`src/rtl/mc_pkg.sv`:
```
// Shared encodings for the multicycle sequencer: FSM states, branch types, defaults.
// Latency: n/a (package only).
// Backpressure: n/a (package only).
package mc_pkg;

  // Encodings 5 and 6 are unused and treated as illegal by the sequencer.
  typedef enum logic [2:0] {
    ST_FETCH  = 3'd0,
    ST_DECODE = 3'd1,
    ST_EXEC   = 3'd2,
    ST_MEM    = 3'd3,
    ST_WB     = 3'd4,
    ST_ERROR  = 3'd7
  } state_t;

  typedef enum logic [1:0] {
    BR_NONE = 2'd0,
    BR_BEZ  = 2'd1,
    BR_BNE  = 2'd2,
    BR_JMP  = 2'd3
  } br_t;

  localparam int MEM_TIMEOUT_DEF = 255;
  localparam int CNT_W_DEF       = 32;

endpackage

```
`src/rtl/mc_mem_watchdog.sv`:
```
// Memory wait-cycle counter shared by instruction-fetch and data accesses.
// Latency: at_limit is combinational from the registered count.
// Backpressure: none; it only observes the request/ready handshake.
module mc_mem_watchdog
  import mc_pkg::*;
#(
  parameter int MEM_TIMEOUT = MEM_TIMEOUT_DEF
) (
  input  logic clk,
  input  logic rst,
  input  logic clr,
  input  logic wait_cyc,
  output logic at_limit
);

  // The count never exceeds MEM_TIMEOUT-1: the sequencer leaves the waiting state on that cycle.
  localparam int CW = (MEM_TIMEOUT < 2) ? 1 : $clog2(MEM_TIMEOUT);

  logic [CW-1:0] cnt_q;

  // Count unanswered request cycles; restart whenever the sequencer enters a new state.
  always_ff @(posedge clk) begin
    if (rst || clr) begin
      cnt_q <= '0;
    end else if (wait_cyc) begin
      cnt_q <= cnt_q + CW'(1);
    end
  end

  // One more unanswered cycle reaches the limit; a same-cycle Mem_Ready still wins upstream.
  assign at_limit = (cnt_q == CW'(MEM_TIMEOUT - 1));

endmodule

```
`src/rtl/mc_sequencer.sv`:
```
// Multicycle FETCH/DECODE/EXEC/MEM/WB control FSM owning the shared memory port; MC_SEQ_STALL_CNT_EN adds Stall_Cycles.
// Latency: ALU 4, load 5, store 4, branch 3 cycles with zero-wait memory; strobes are combinational from state.
// Backpressure: Mem_Req is held until Mem_Ready; Freeze only delays the start of a fetch; a stuck request ends in ERROR.
module mc_sequencer
  import mc_pkg::*;
#(
  parameter int CNT_W       = CNT_W_DEF,
  parameter int MEM_TIMEOUT = MEM_TIMEOUT_DEF
) (
  input  logic             clk,
  input  logic             rst,
  input  logic             Freeze,
  input  logic             Mem_Ready,
  input  logic             MEM_R_EN,
  input  logic             MEM_W_EN,
  input  logic             WB_EN,
  input  logic [1:0]       Br_type,
  input  logic             Br_taken,
  output logic             Mem_Req,
  output logic             Mem_Is_Fetch,
  output logic             Mem_Write,
  output logic             IF_Latch,
  output logic             PC_Write,
  output logic             PC_Sel_Branch,
  output logic             ID_Latch,
  output logic             EXE_Latch,
  output logic             WB_Write_Enable,
  output logic [2:0]       State,
  output logic             Error,
`ifdef MC_SEQ_STALL_CNT_EN
  output logic [CNT_W-1:0] Stall_Cycles,
`endif
  output logic [CNT_W-1:0] Retired
);

  state_t state_q;
  state_t state_nxt;
  logic   req_pend_q;
  logic   retire;
  logic   wait_cyc;
  logic   at_limit;

  assign wait_cyc = Mem_Req && !Mem_Ready;
  assign State    = state_q;
  assign Error    = (state_q == ST_ERROR);

  mc_mem_watchdog #(
    .MEM_TIMEOUT(MEM_TIMEOUT)
  ) u_watchdog (
    .clk     (clk),
    .rst     (rst),
    .clr     (state_nxt != state_q),
    .wait_cyc(wait_cyc),
    .at_limit(at_limit)
  );

  // Decode the current state into strobes, memory handshake and next state.
  always_comb begin
    Mem_Req         = 1'b0;
    Mem_Is_Fetch    = 1'b0;
    Mem_Write       = 1'b0;
    IF_Latch        = 1'b0;
    PC_Write        = 1'b0;
    PC_Sel_Branch   = 1'b0;
    ID_Latch        = 1'b0;
    EXE_Latch       = 1'b0;
    WB_Write_Enable = 1'b0;
    retire          = 1'b0;
    state_nxt       = state_q;
    if (!rst) begin
      case (state_q)
        ST_FETCH: begin
          // Freeze only matters before the fetch request has been raised.
          if (req_pend_q || !Freeze) begin
            Mem_Req      = 1'b1;
            Mem_Is_Fetch = 1'b1;
            if (Mem_Ready) begin
              IF_Latch  = 1'b1;
              PC_Write  = 1'b1;
              state_nxt = ST_DECODE;
            end else if (at_limit) begin
              state_nxt = ST_ERROR;
            end
          end
        end
        ST_DECODE: begin
          ID_Latch  = 1'b1;
          state_nxt = ST_EXEC;
        end
        ST_EXEC: begin
          EXE_Latch = 1'b1;
          if (Br_type != BR_NONE) begin
            // Branches never touch memory or the register file.
            if (Br_type == BR_JMP || Br_taken) begin
              PC_Write      = 1'b1;
              PC_Sel_Branch = 1'b1;
            end
            retire    = 1'b1;
            state_nxt = ST_FETCH;
          end else if (MEM_R_EN || MEM_W_EN) begin
            state_nxt = ST_MEM;
          end else if (WB_EN) begin
            state_nxt = ST_WB;
          end else begin
            retire    = 1'b1;
            state_nxt = ST_FETCH;
          end
        end
        ST_MEM: begin
          Mem_Req   = 1'b1;
          Mem_Write = MEM_W_EN;
          if (Mem_Ready) begin
            // A simultaneous read+write is a store, so it never writes back.
            if (MEM_R_EN && !MEM_W_EN && WB_EN) begin
              state_nxt = ST_WB;
            end else begin
              retire    = 1'b1;
              state_nxt = ST_FETCH;
            end
          end else if (at_limit) begin
            state_nxt = ST_ERROR;
          end
        end
        ST_WB: begin
          WB_Write_Enable = 1'b1;
          retire          = 1'b1;
          state_nxt       = ST_FETCH;
        end
        ST_ERROR: begin
          state_nxt = ST_ERROR;
        end
        default: begin
          state_nxt = ST_FETCH;
        end
      endcase
    end
  end

  // State, outstanding-fetch flag and retired-instruction counter.
  always_ff @(posedge clk) begin
    if (rst) begin
      state_q    <= ST_FETCH;
      req_pend_q <= 1'b0;
      Retired    <= '0;
    end else begin
      state_q    <= state_nxt;
      req_pend_q <= wait_cyc && (state_q == ST_FETCH);
      if (retire) begin
        Retired <= Retired + CNT_W'(1);
      end
    end
  end

`ifdef MC_SEQ_STALL_CNT_EN
  // Count cycles lost to memory waits or to Freeze holding off a fetch.
  always_ff @(posedge clk) begin
    if (rst) begin
      Stall_Cycles <= '0;
    end else if (wait_cyc || (state_q == ST_FETCH && Freeze)) begin
      Stall_Cycles <= Stall_Cycles + CNT_W'(1);
    end
  end
`else
  // Stall accounting is not built in this configuration.
`endif

endmodule

```
`config.mk`:
```
export PLATFORM = sky130hd
export DESIGN_NAME = mc_sequencer
export DESIGN_NICKNAME = d
export VERILOG_FILES = /design/src/rtl/mc_pkg.sv /design/src/rtl/mc_mem_watchdog.sv /design/src/rtl/mc_sequencer.sv
export SDC_FILE = /design/constraint.sdc
export NUM_CORES = 1
export LEC_CHECK = 0
export ABC_AREA = 1
export CELL_PAD_IN_SITES_DETAIL_PLACEMENT = 1
export CELL_PAD_IN_SITES_GLOBAL_PLACEMENT = 1
export CORE_MARGIN = 10
export CORE_UTILIZATION = 39
export CTS_CLUSTER_DIAMETER = 80
export DETAILED_ROUTE_END_ITERATION = 7
export GPL_ROUTABILITY_DRIVEN = 0
export GPL_TIMING_DRIVEN = 0
export PLACE_DENSITY_LB_ADDON = 0.1
export RECOVER_POWER = 100
export SYNTH_ARGS = -nofsm -noshare
export SYNTH_HDL_FRONTEND = slang
export SYNTH_SLANG_ARGS = --single-unit
```
`constraint.sdc`:
```
create_clock -name clk -period 3.42 [get_ports clk]
set_clock_uncertainty 0.1 [all_clocks]
set_input_delay 0.855 -clock clk [delete_from_list [all_inputs] [get_ports clk]]
set_output_delay 0.855 -clock clk [all_outputs]
set_load 0.05 [all_outputs]
```
==> reports/metrics.cfg <==
[synth]
yosysSeqAreaShare_pct = 30.0
ys_warn_count = 0
syn_nets = 501
syn_avg_cell_area_sq_um = 6.03
synth-seq-cells = 44
yosysMostFrequentCell = nand2_1
synth-edff-count = 0
ys_async_sr_fraction_pct = 0
synth_cells = 488
synthTopCellsByCount = 174 x nand2_1, 69 x nor2_1, 52 x inv_1
netlist_top_cells_area = dfxtp_1 30%, nand2_1 22%, nor2_1 8.8%
synth_largest_area_cell = dfxtp_1
syn_area_sq_um = 2940
yosysTopAreaCellShare_pct = 30.0
synth_cell_types = 31
synth_flop_cell = dfxtp_1

[floorplanning]
die_width_microns = 107
die_area_sq_um = 11400
initial_core_util_pct = 40.3
row_count = 31
coreArea_sq_um = 7290
die_height_microns = 107
io_pins = 55

[setup_path]
r2r_cells = 9
critPathKind = in -> out
cp-start-kind = input port
cp_max_fo = 10
r2r_slack_ns = 1.05
critical_path_arrival_ns = 2.39
required_ns = 2.46
r2r_end = Retired[22]$_SDFFE_PP0P_
timing.rr.start = State[1]$_SDFF_PP0_
end_kind = output pin

[place]
dp_hpwl_microns = 7920
numPortBuffers = 54
pre_cts_slack_ns = -0.921
dp.cells = 641

[sta]
rsz0062_at_grt = false
tightest_slew_ns = 0.536
final-hold-violation-count = 0
worst_slack_ns = 0.0741
fin_crit_ns = 3.35
finalSetupViolations = 0
drv_slew = 0
max_slew_margin_pct = 64.3
setup_tns_ns = 0
fmax_mhz = 299
timing.final.crit_share_pct = 97.8

[route]
antenna_left = 0
wl_per_cell_microns = 15.3
viasPerCell = 5.04
wirelength_microns = 9910
routed-via-count = 3272
drc = 0
drt_iter0_drc = 156
first_pass_iters = 4

[cells_and_area]
final_cells = 649
multi_input_area_sq_um = 1750
fillers = 1054
drive_above_1_share_pct = 6.36
final_util_pct = 50.4
area_delta_synth_final_pct = 24.9
insertedDiodeCount = 0
num-nets-final = 562
regArea_sq_um = 881

[global_route]
grt_max_degree = 15
grt_pass1_vias = 3236
grt_pass1_wl_microns = 16600
grt-ovfl-total = 0
grtUsageMet3_pct = 3.83
grt_util_met2_pct = 28.4
grt_use_total_pct = 17.7
grtUsageMet1_pct = 23.3
antenna_found_initial = 0
grt-busiest-layer = met2

[clock_network]
clk_latency_ns = 0.31
cts-root-buf = clkbuf_8
tritoncts = yes
cts_setup_buffers = 0
ctsHoldBuffers = 0
cts_made_buffers = 5
cts-htree-levels = 2
clk_pin_slew_worst_paths_ns = 0.09
cts_sinks = 44
clock_path_buffers = 2

[status]
status = finished clean

[pwr]
leakagePower_nw = 1.47
vdd_drop_max_uv = 145
total_power_mw = 1.06
powerDensity_nw_per_um2 = 288

[min_path]
hp-class = reg -> reg
min_path_cells = 2
hold_path_end = Retired[31]$_SDFFE_PP0P_
min_from = Retired[31]$_SDFFE_PP0P_

[run]
drv_cap = 0

-- layer usage --
| metal | part of all wire [%] | vias to the layer above |
|---|---|---|
| met5 | 0 | - |
| met4 | 1.2 | 0 |
| met1 | 47 | 1540 |
| met2 | 45 | 71 |
| met3 | 6.3 | 8 |
| li1 | - | 1653 |
-- state kept, by name, summed over array words and instances (netlist names) --
name / cells
Retired: 32
State: 3
req_pend_q: 1
u_watchdog.cnt_q: 8
-- cells by family (layout without fill, tap and decap cells) --
logic type | count (synthesis) | in the layout | share of synthesized area [%]
and+or+nand+nor | 312 | 312 | 46.3
xor gates and xnor gates | 13 | 13 | 3.87
AOI/OAI and AO/OA | 51 | 51 | 9.06
adders and majority gates | 3 | 3 | 1.28
buffers and inverters | 65 | 127 | 9.57
DFF | 44 | 44 | 30.0
-- power breakdown --
| part | switching [mW] | internal [mW] |
|---|---|---|
| Clock | 0.200 | 0.164 |
| Combinational | 0.119 | 0.0489 |
| Sequential | 0.00831 | 0.517 |
-- cell usage in the layout, fill, tap and decap left out, drive strengths merged --
cell type	synthesis	routed
dfxtp	44	44
nand3b	7	7
clkinvlp	0	2
o21ai	15	15
nand2	178	178
xor2	11	11
inv	55	55
clkinv	1	1
xnor2	2	2
clkdlybuf4s15	0	6
dlygate4sd3	0	36
ha	3	3
dlygate4sd2	0	3
nor3	19	19
nand3	24	24
clkbuf	4	13
nor2	74	74
buf	5	2
nand4	6	6
clkdlybuf4s50	0	9
nor4	3	3
nor3b	1	1
a21oi	36	36
-- layout make-up --
type                    instances  area share (%)
multi-input cells             379            47.6
flip-flops and latches         44            24.0
repair buffers                 54            14.8
inverters                      56            5.93
well taps                      99            3.37
clock buffers                   6            2.25
plain buffers                   9            1.67
clock inverters                 2           0.409
-- worst max-delay path by stage --
stage	from	end	slack, ns	depth (start not counted)
after global routing	rst	EXE_Latch	0.01	5
after floorplan	rst	IF_Latch	0.31	2
after global placement	rst	WB_Write_Enable	-0.90	5
final	rst	EXE_Latch	0.07	5
after detailed placement	rst	EXE_Latch	-0.92	5
after CTS	rst	EXE_Latch	0.04	5
-- through the flow --
stage               hold WS, ns  cell area, sq um
floorplan                 0.418              2950
global placement          0.384              3620
detailed placement        0.396              3620
CTS                       0.410              3730
global route              0.452              3670
finish                    0.410              3670
-- what timing repair did --
| item | in CTS | in global routing |
|---|---|---|
| hold endpoints to repair | 0 | 0 |
| setup endpoints to repair | 9 | 0 |
| gates resized for setup | 27 | 0 |
-- worst max-delay path, cell delays in order --
cell and delay [ns]:
clkdlybuf4s50_1 0.55, clkbuf_8 0.25, clkbuf_4 0.21, nor2_1 0.13, clkdlybuf4s15_2 0.39
Power figures use the tool's default switching activity.
